**config.mk**
```make
export PLATFORM = sky130hd
export DESIGN_NAME = mux_vector_seq
export DESIGN_NICKNAME = d
export VERILOG_FILES = /design/src/rtl/mux_vector_seq.sv
export SDC_FILE = /design/constraint.sdc
export NUM_CORES = 1
export LEC_CHECK = 0
export ABC_AREA = 1
export CAP_MARGIN = 20
export CORE_UTILIZATION = 45
export CTS_CLUSTER_DIAMETER = 80
export CTS_CLUSTER_SIZE = 40
export DETAILED_ROUTE_END_ITERATION = 10
export HOLD_SLACK_MARGIN = 0.08
export PLACE_DENSITY = 0.77
export SLEW_MARGIN = 25
export SYNTH_ARGS = -nofsm -noshare
export SYNTH_HDL_FRONTEND = slang
export SYNTH_SLANG_ARGS = --single-unit
```
**constraint.sdc**
```tcl
create_clock -name clk -period 1.7 [get_ports clk]
set_input_delay 0.255 -clock clk [delete_from_list [all_inputs] [get_ports clk]]
set_output_delay 0.255 -clock clk [all_outputs]
set_load 0.02 [all_outputs]
```
**src/rtl/mux_vector_seq.sv**
```systemverilog
`default_nettype none
// ============================================================================
//  Module   : mux_vector_seq
//  Purpose  : Clock-aligned stimulus sequencer and response checker for a
//             2:1 mux. A run drives all eight {a, b, sel} combinations.
//             Each combination is held for HOLD_CYCLES cycles and then sampled
//             for one cycle. A run repeats the full sweep REPEAT times.
//  Revision : 1.0  initial release
// ----------------------------------------------------------------------------
//  Parameters
//    HOLD_CYCLES  drive cycles per vector before sampling (1..255)
//    REPEAT       full 8-vector sweeps per run (1..255)
//  Ports
//    clk          rising-edge clock
//    rst          synchronous active-high reset
//    start_i      run request, sampled only while idle
//    y_i          mux output under test
//    a_o, b_o     registered mux data inputs
//    sel_o        registered mux select
//    vec_idx_o    current vector, {a, b, sel} = vec_idx
//    busy_o       run in progress (drive/sample phases)
//    done_o       one-cycle pulse at run completion
//    mismatch_o   registered pulse, y was wrong in the previous sample cycle
//    err_cnt_o    saturating mismatch count of the current/last run
//  Build option
//    MUX_VECTOR_CHECK_EN  when defined, builds the y checker. Otherwise
//                         mismatch_o and err_cnt_o are tied to zero.
// ============================================================================
module mux_vector_seq #(
    parameter int HOLD_CYCLES = 4,
    parameter int REPEAT      = 1
) (
    input  logic       clk,
    input  logic       rst,
    input  logic       start_i,
    input  logic       y_i,
    output logic       a_o,
    output logic       b_o,
    output logic       sel_o,
    output logic [2:0] vec_idx_o,
    output logic       busy_o,
    output logic       done_o,
    output logic       mismatch_o,
    output logic [7:0] err_cnt_o
);

    localparam logic [7:0] C_HOLD_LAST = 8'(HOLD_CYCLES - 1);
    localparam logic [7:0] C_PASS_LAST = 8'(REPEAT - 1);

    typedef enum logic [1:0] {
        S_IDLE   = 2'd0,
        S_DRIVE  = 2'd1,
        S_SAMPLE = 2'd2,
        S_DONE   = 2'd3
    } state_t;

    state_t     state_q, state_d;
    logic [2:0] vec_q,   vec_d;
    logic [7:0] pass_q,  pass_d;
    logic [7:0] hold_q,  hold_d;
    logic [2:0] abs_q,   abs_d;     // {a, b, sel} driven onto the mux

    always_ff @(posedge clk) begin
        if (rst) begin
            state_q <= S_IDLE;
            vec_q   <= 3'd0;
            pass_q  <= 8'd0;
            hold_q  <= 8'd0;
            abs_q   <= 3'd0;
        end else begin
            state_q <= state_d;
            vec_q   <= vec_d;
            pass_q  <= pass_d;
            hold_q  <= hold_d;
            abs_q   <= abs_d;
        end
    end

    always_comb begin
        state_d = state_q;
        vec_d   = vec_q;
        pass_d  = pass_q;
        hold_d  = hold_q;
        abs_d   = abs_q;
        case (state_q)
            S_IDLE: begin
                if (start_i) begin
                    vec_d   = 3'd0;
                    pass_d  = 8'd0;
                    hold_d  = 8'd0;
                    abs_d   = 3'd0;
                    state_d = S_DRIVE;
                end
            end
            S_DRIVE: begin
                abs_d  = vec_q;
                hold_d = hold_q + 8'd1;
                if (hold_q == C_HOLD_LAST) begin
                    state_d = S_SAMPLE;
                end
            end
            S_SAMPLE: begin
                // Inputs hold for this cycle; the next vector lands on the
                // same edge that advances vec_idx.
                hold_d = 8'd0;
                if (vec_q == 3'd7) begin
                    vec_d = 3'd0;
                    abs_d = 3'd0;
                    if (pass_q == C_PASS_LAST) begin
                        state_d = S_DONE;
                    end else begin
                        pass_d  = pass_q + 8'd1;
                        state_d = S_DRIVE;
                    end
                end else begin
                    vec_d   = vec_q + 3'd1;
                    abs_d   = vec_q + 3'd1;
                    state_d = S_DRIVE;
                end
            end
            S_DONE: begin
                abs_d   = 3'd0;
                state_d = S_IDLE;
            end
            default: state_d = S_IDLE;
        endcase
    end

    assign a_o       = abs_q[2];
    assign b_o       = abs_q[1];
    assign sel_o     = abs_q[0];
    assign vec_idx_o = vec_q;
    assign busy_o    = (state_q == S_DRIVE) || (state_q == S_SAMPLE);
    assign done_o    = (state_q == S_DONE);

`ifdef MUX_VECTOR_CHECK_EN
    logic       w_exp_y;
    logic       w_mm;
    logic       w_start_acc;
    logic       mm_q;
    logic [7:0] err_q;

    assign w_exp_y     = abs_q[0] ? abs_q[1] : abs_q[2];
    // Case inequality so that an X or Z on y is reported as wrong.
    assign w_mm        = (state_q == S_SAMPLE) && (y_i !== w_exp_y);
    assign w_start_acc = (state_q == S_IDLE) && start_i;

    always_ff @(posedge clk) begin
        if (rst) begin
            mm_q  <= 1'b0;
            err_q <= 8'd0;
        end else begin
            mm_q <= w_mm;
            if (w_start_acc) begin
                err_q <= 8'd0;
            end else if (w_mm && (err_q != 8'hFF)) begin
                err_q <= err_q + 8'd1;
            end
        end
    end

    assign mismatch_o = mm_q;
    assign err_cnt_o  = err_q;
`else
    logic w_unused_y;
    assign w_unused_y = y_i;
    assign mismatch_o = 1'b0;
    assign err_cnt_o  = 8'd0;
`endif

endmodule
`default_nettype wire

```
# --- Word-level counts from Yosys, hierarchy flattened ---
# Index checks and enable logic that the tools add are counted.
classes:
  n_reduce_logical: 9
  add_sub_neg: 3
  n_eq_ne: 9
  muxes: 14
op_table:
  columns: ["cell", "count"]
  rows:
  - ["8-bit 2-to-1 mux", 3]
  - ["8-bit one-hot mux with 3 select lines", 1]
  - ["8-bit by 1-bit adder with 8-bit output (second input constant)", 2]
  - ["8-bit one-hot mux with 2 select lines", 1]
  - ["3-bit one-hot mux with 4 select lines", 1]
  - ["8-bit by 2-bit == test with 1-bit output (second input constant)", 1]
  - ["8-bit zero test", 1]
  - ["2-bit 2-to-1 mux", 4]
  - ["2-bit != test (second input constant)", 4]
  - ["2-bit one-hot mux with 4 select lines", 1]
  - ["3-bit 2-to-1 mux", 2]
  - ["3-bit one-hot mux with 2 select lines", 1]
  - ["2-bit AND reduction", 3]
  - ["2-bit == test (second input constant)", 2]
  - ["4-bit AND reduction", 1]
  - ["3-bit by 1-bit adder with 3-bit output (second input constant)", 1]
  - ["3-bit == test (second input constant)", 1]
  - ["3-bit nonzero test", 1]
  - ["2-bit by 1-bit == test with 1-bit output (second input constant)", 1]
  - ["2-bit zero test", 1]
  - ["2-bit nonzero test", 1]
  - ["1-bit logical OR", 1]
word_totals:
  word_cells: 40
  regBits: 24
  output_inout_bits: 17
  input_bits: 4

# --- Depth between registers and ports, before layout ---
depth:
  depth_word: 4
  depth_mapped: 12
  depth_no_buf: 11

# --- Worst setup path before layout ---
# No wires, ideal clock.
synth_timing:
  path_type: "flip-flop to flip-flop"
  from: "reg vec_q[0] (netlist: vec_idx_o[0])"
  to: "reg pass_q[5]"
  t_required_ps: 1587
  stages_incl_launch_ff: 10
  slack_ps: 166
  setup_ps: 113
  arrival_ps: 1421
  synth_period_minus_slack_ps: 1534
  cell_sequence: "dfxtp_1 > ha_1 > ha_1 > inv_1 > nand2_1 > nand3_4 > nor2_8 > nand2_2 > o21ai_1 > nor2_1"
synth_between:
  elab_chain_cells: 3
synth_lines:
  columns: ["element", "line_no", "rtl"]
  rows:
  - ["start, declared", "58", "logic [2:0] vec_q, vec_d;"]
  - ["start signal, assigned", "72", "vec_q <= vec_d;"]
  - ["3-bit == test", "106", "if (vec_q == 3'd7) begin"]
  - ["2-bit != test (no line)", null, null]
  - ["4-bit AND reduction (no line)", null, null]
  - ["end signal, assigned", "73", "pass_q <= pass_d;"]
  - ["end, declared", "59", "logic [7:0] pass_q, pass_d;"]
# No other way between the ends.
# A chain may end at the register's enable or synchronous reset.

# --- Worst setup path after layout ---
layout_timing:
  from: "reg vec_q[0] (netlist: vec_idx_o[0])"
  to: "out vec_idx_o[0]"
layout_rtl:
  columns: ["element", "line_no", "rtl"]
  rows:
  - ["end, declared", "40", "output logic [2:0] vec_idx_o,"]
# No word-level cell between the ends.

==> results.py <==
metrics = {
    "outcome": {
        "status": "completed",
    },
    "cts": {
        "clkTransAtPathRegs_ps": 140,
        "cts.sinks": 24,
        "insertion_delay_ps": 320,
        "ctsHoldBuffers": 0,
        "root_buffer": "clkbuf_4",
        "cts_max_path_buffers": 2,
        "h-tree-depth": 1,
        "cts_buffers": 3,
        "cts_tree": "yes",
    },
    "synthesis": {
        "synth_edf_count": 0,
        "ys_types": 28,
        "ys_async_sr_fraction": 0,
        "yosysTopAreaCellShare": 0.325,
        "ys_ff_latch": 24,
        "ys_seq_area_frac": 0.325,
        "synth_area_per_cell_um2": 6.98,
        "yosysWarnings": 0,
        "synth_flop_cell": "dfxtp_1",
        "synth_area_leader_cell": "dfxtp_1",
        "synth_area_leaders": "dfxtp_1 32%, nand2_1 13%, ha_1 7.6%",
        "syn-cell-area_um2": 1480,
        "synth_cells": 212,
    },
    "power_and_ir_drop": {
        "powerDensity_nw_per_um2": 1200,
        "pwr-share-seq": 0.351,
        "intPower_mw": 1.08,
        "clkPwrFrac": 0.129,
        "p_sw_frac": 0.448,
        "power.total_mw": 1.96,
        "p_sw_mw": 0.880,
        "power_leakage_nw": 0.714,
        "combPwrFrac": 0.520,
        "vdd_drop_max_v": 0.000735,
    },
    "floorplanning": {
        "rows": 20,
        "initial_core_util": 0.480,
        "die_width_um": 59.3,
        "die_height_um": 59.3,
        "coreArea_um2": 3080,
        "dieArea_um2": 3520,
        "boundaryPins": 21,
    },
    "grt": {
        "grt_use_total": 0.172,
        "overflow": 0,
        "grt_pass1_vias": 1116,
        "antenna_found_initial": 0,
        "grt_pass1_wl_um": 4680,
        "grt_start_max_net_pins": 13,
    },
    "setup_path": {
        "r2r_start": "vec_idx_o[0]",
        "reg2regPathDepth": 9,
        "cp_data_arrival_time_ps": 1380,
        "r2r_slack_ps": 150,
        "crit_required_ps": 1440,
        "worstSetupStartpointType": "flop",
        "r2r-end": "pass_q[5]",
        "crit_chain": "clkdlybuf4s50_1",
        "cp_slowest_stage_delay_ps": 630,
        "crit_buf_inv": 1,
        "cp_slowest_cell": "clkdlybuf4s50_1",
        "critical_path_class": "flop to output pin",
        "cp_top_family": "buffers and inverters",
        "worstPathMaxFanout": 5,
        "endpoint_kind": "output pin",
    },
    "worst_hold_path": {
        "min_path_cells": 2,
        "min-delay-start": "abs_q[1]",
        "hold_path_class": "flop to flop",
        "holdPathEnd": "abs_q[1]",
    },
    "drt": {
        "drc": 0,
        "vias_per_cell": 4.72,
        "final_antenna_net_count": 0,
        "first_pass_iters": 4,
        "wl_um": 2660,
        "dr_total_vias": 1279,
        "post_drt_wl_per_cell_um": 9.81,
        "drt_iter0_drc": 30,
    },
    "timing": {
        "tns_ps": 0,
        "fin_crit_sh": 0.962,
        "finalClockSkew_ps": 14.6,
        "setup_slack_ps": 65.3,
        "layout_min_cycle_time_ps": 1630,
        "clock.fmax_ghz": 0.612,
        "maxSlewViolCount": 0,
        "setup_violations": 0,
        "finalHoldViolCount": 0,
        "rsz0062_at_grt": "no",
    },
    "cells_and_area": {
        "mostFrequentLayoutCells": "51 x nand2_1, 27 x inv_1, 23 x nor2_1, 23 x dfxtp_1",
        "drive_gt1_frac": 0.132,
        "n_antenna_cell": 0,
        "post-route-cell-area_um2": 1640,
        "finalNetCount": 242,
        "final_common_cell": "nand2_1",
        "area_delta_synth_final_pct": 10.7,
    },
    "placement": {
        "postPlaceCellArea_um2": 1610,
        "dp_slack_ps": 81.0,
        "numPortBuffers": 10,
        "gp_congestion": 0.805,
        "hpwl_um": 2030,
    },
    "flow_run": {
        "maxCapViolCount": 0,
    },
}
state kept, by name (all words and copies together), names as in the netlist:
name,cells
hold_q,8
abs_q,3
state_q,2
pass_q,8
vec_idx_o,3
how the worst max path moves through the flow:
stage / from / endpoint / slack, ps / cells past startpoint
3_3_place_gp: start_i / hold_q[7] / 100 / 8
3_5_place_dp: start_i / hold_q[7] / 80 / 8
6_report: vec_idx_o[0] / vec_idx_o[0] / 70 / 1
5_1_grt: vec_idx_o[0] / vec_idx_o[0] / 10 / 1
4_1_cts: state_q[1] / busy_o / 10 / 3
2_1_floorplan: vec_idx_o[0] / pass_q[5] / 170 / 9
power groups by stage:
stage | Sequential (mW) | Combinational, mW | Clock (mW)
2_1_floorplan | 0.711 | 0.786 | 0
3_3_place_gp | 0.696 | 1.01 | 0
3_5_place_dp | 0.699 | 1.03 | 0
4_1_cts | 0.687 | 1.02 | 0.266
5_1_grt | 0.701 | 1.15 | 0.278
6_report | 0.689 | 1.02 | 0.254
logic make-up after synthesis:
logic type	share of synthesized area
xor gates and xnor gates	0.00592
other	0.00254
buffers and inverters	0.142
AOI/OAI and AO/OA	0.0973
adders and majority gates	0.0761
and+or+nand+nor	0.351
DFF	0.325
cells in the mapped netlist (all sizes together), types with 2 or more instances:
library cell,n
a21oi,18
a22o,2
buf,11
dfxtp,24
ha,9
inv,30
nand2,57
nand3,18
nor2,26
nor3,7
o21ai,5
cell type report:
type	instances	area [µm²]
Inverter	30	113
Multi-Input combinational cell	154	826
Sequential cell	24	482
Clock buffer	3	22.5
Tap cell	44	55.1
Timing Repair Buffer	16	139
Fill cell	316	1440
per-layer routing:
metal | global-route usage | part of all wire | vias to the layer above | wire [µm]
met1 | 0.235 | 0.48 | 556 | 1270
met2 | 0.265 | 0.45 | 32 | 1200
met4 | 0.0782 | 0.023 | 0 | 61
met5 | 0 | 0 | - | 0
met3 | 0.0262 | 0.046 | 8 | 121
li1 | - | - | 683 | -
repair_timing:
| item | 4_1_cts | 5_1_grt |
|---|---|---|
| cloned | 0 | 0 |
| endpoints found under the hold margin | 0 | 0 |
| setup endpoints to repair | 2 | 4 |
| buffers inserted | 0 | 0 |
| resized for setup | 2 | 5 |
through the flow:
stage / instances / hold slack (ps) / util
floorplan: 220 / 442 / -
global placement: 268 / 457 / 0.524
detailed placement: 268 / 458 / 0.524
CTS: 271 / 486 / 0.530
global route: 271 / 506 / 0.532
finish: 271 / 482 / 0.532
No activity file was read; power rests on OpenSTA's default activity.
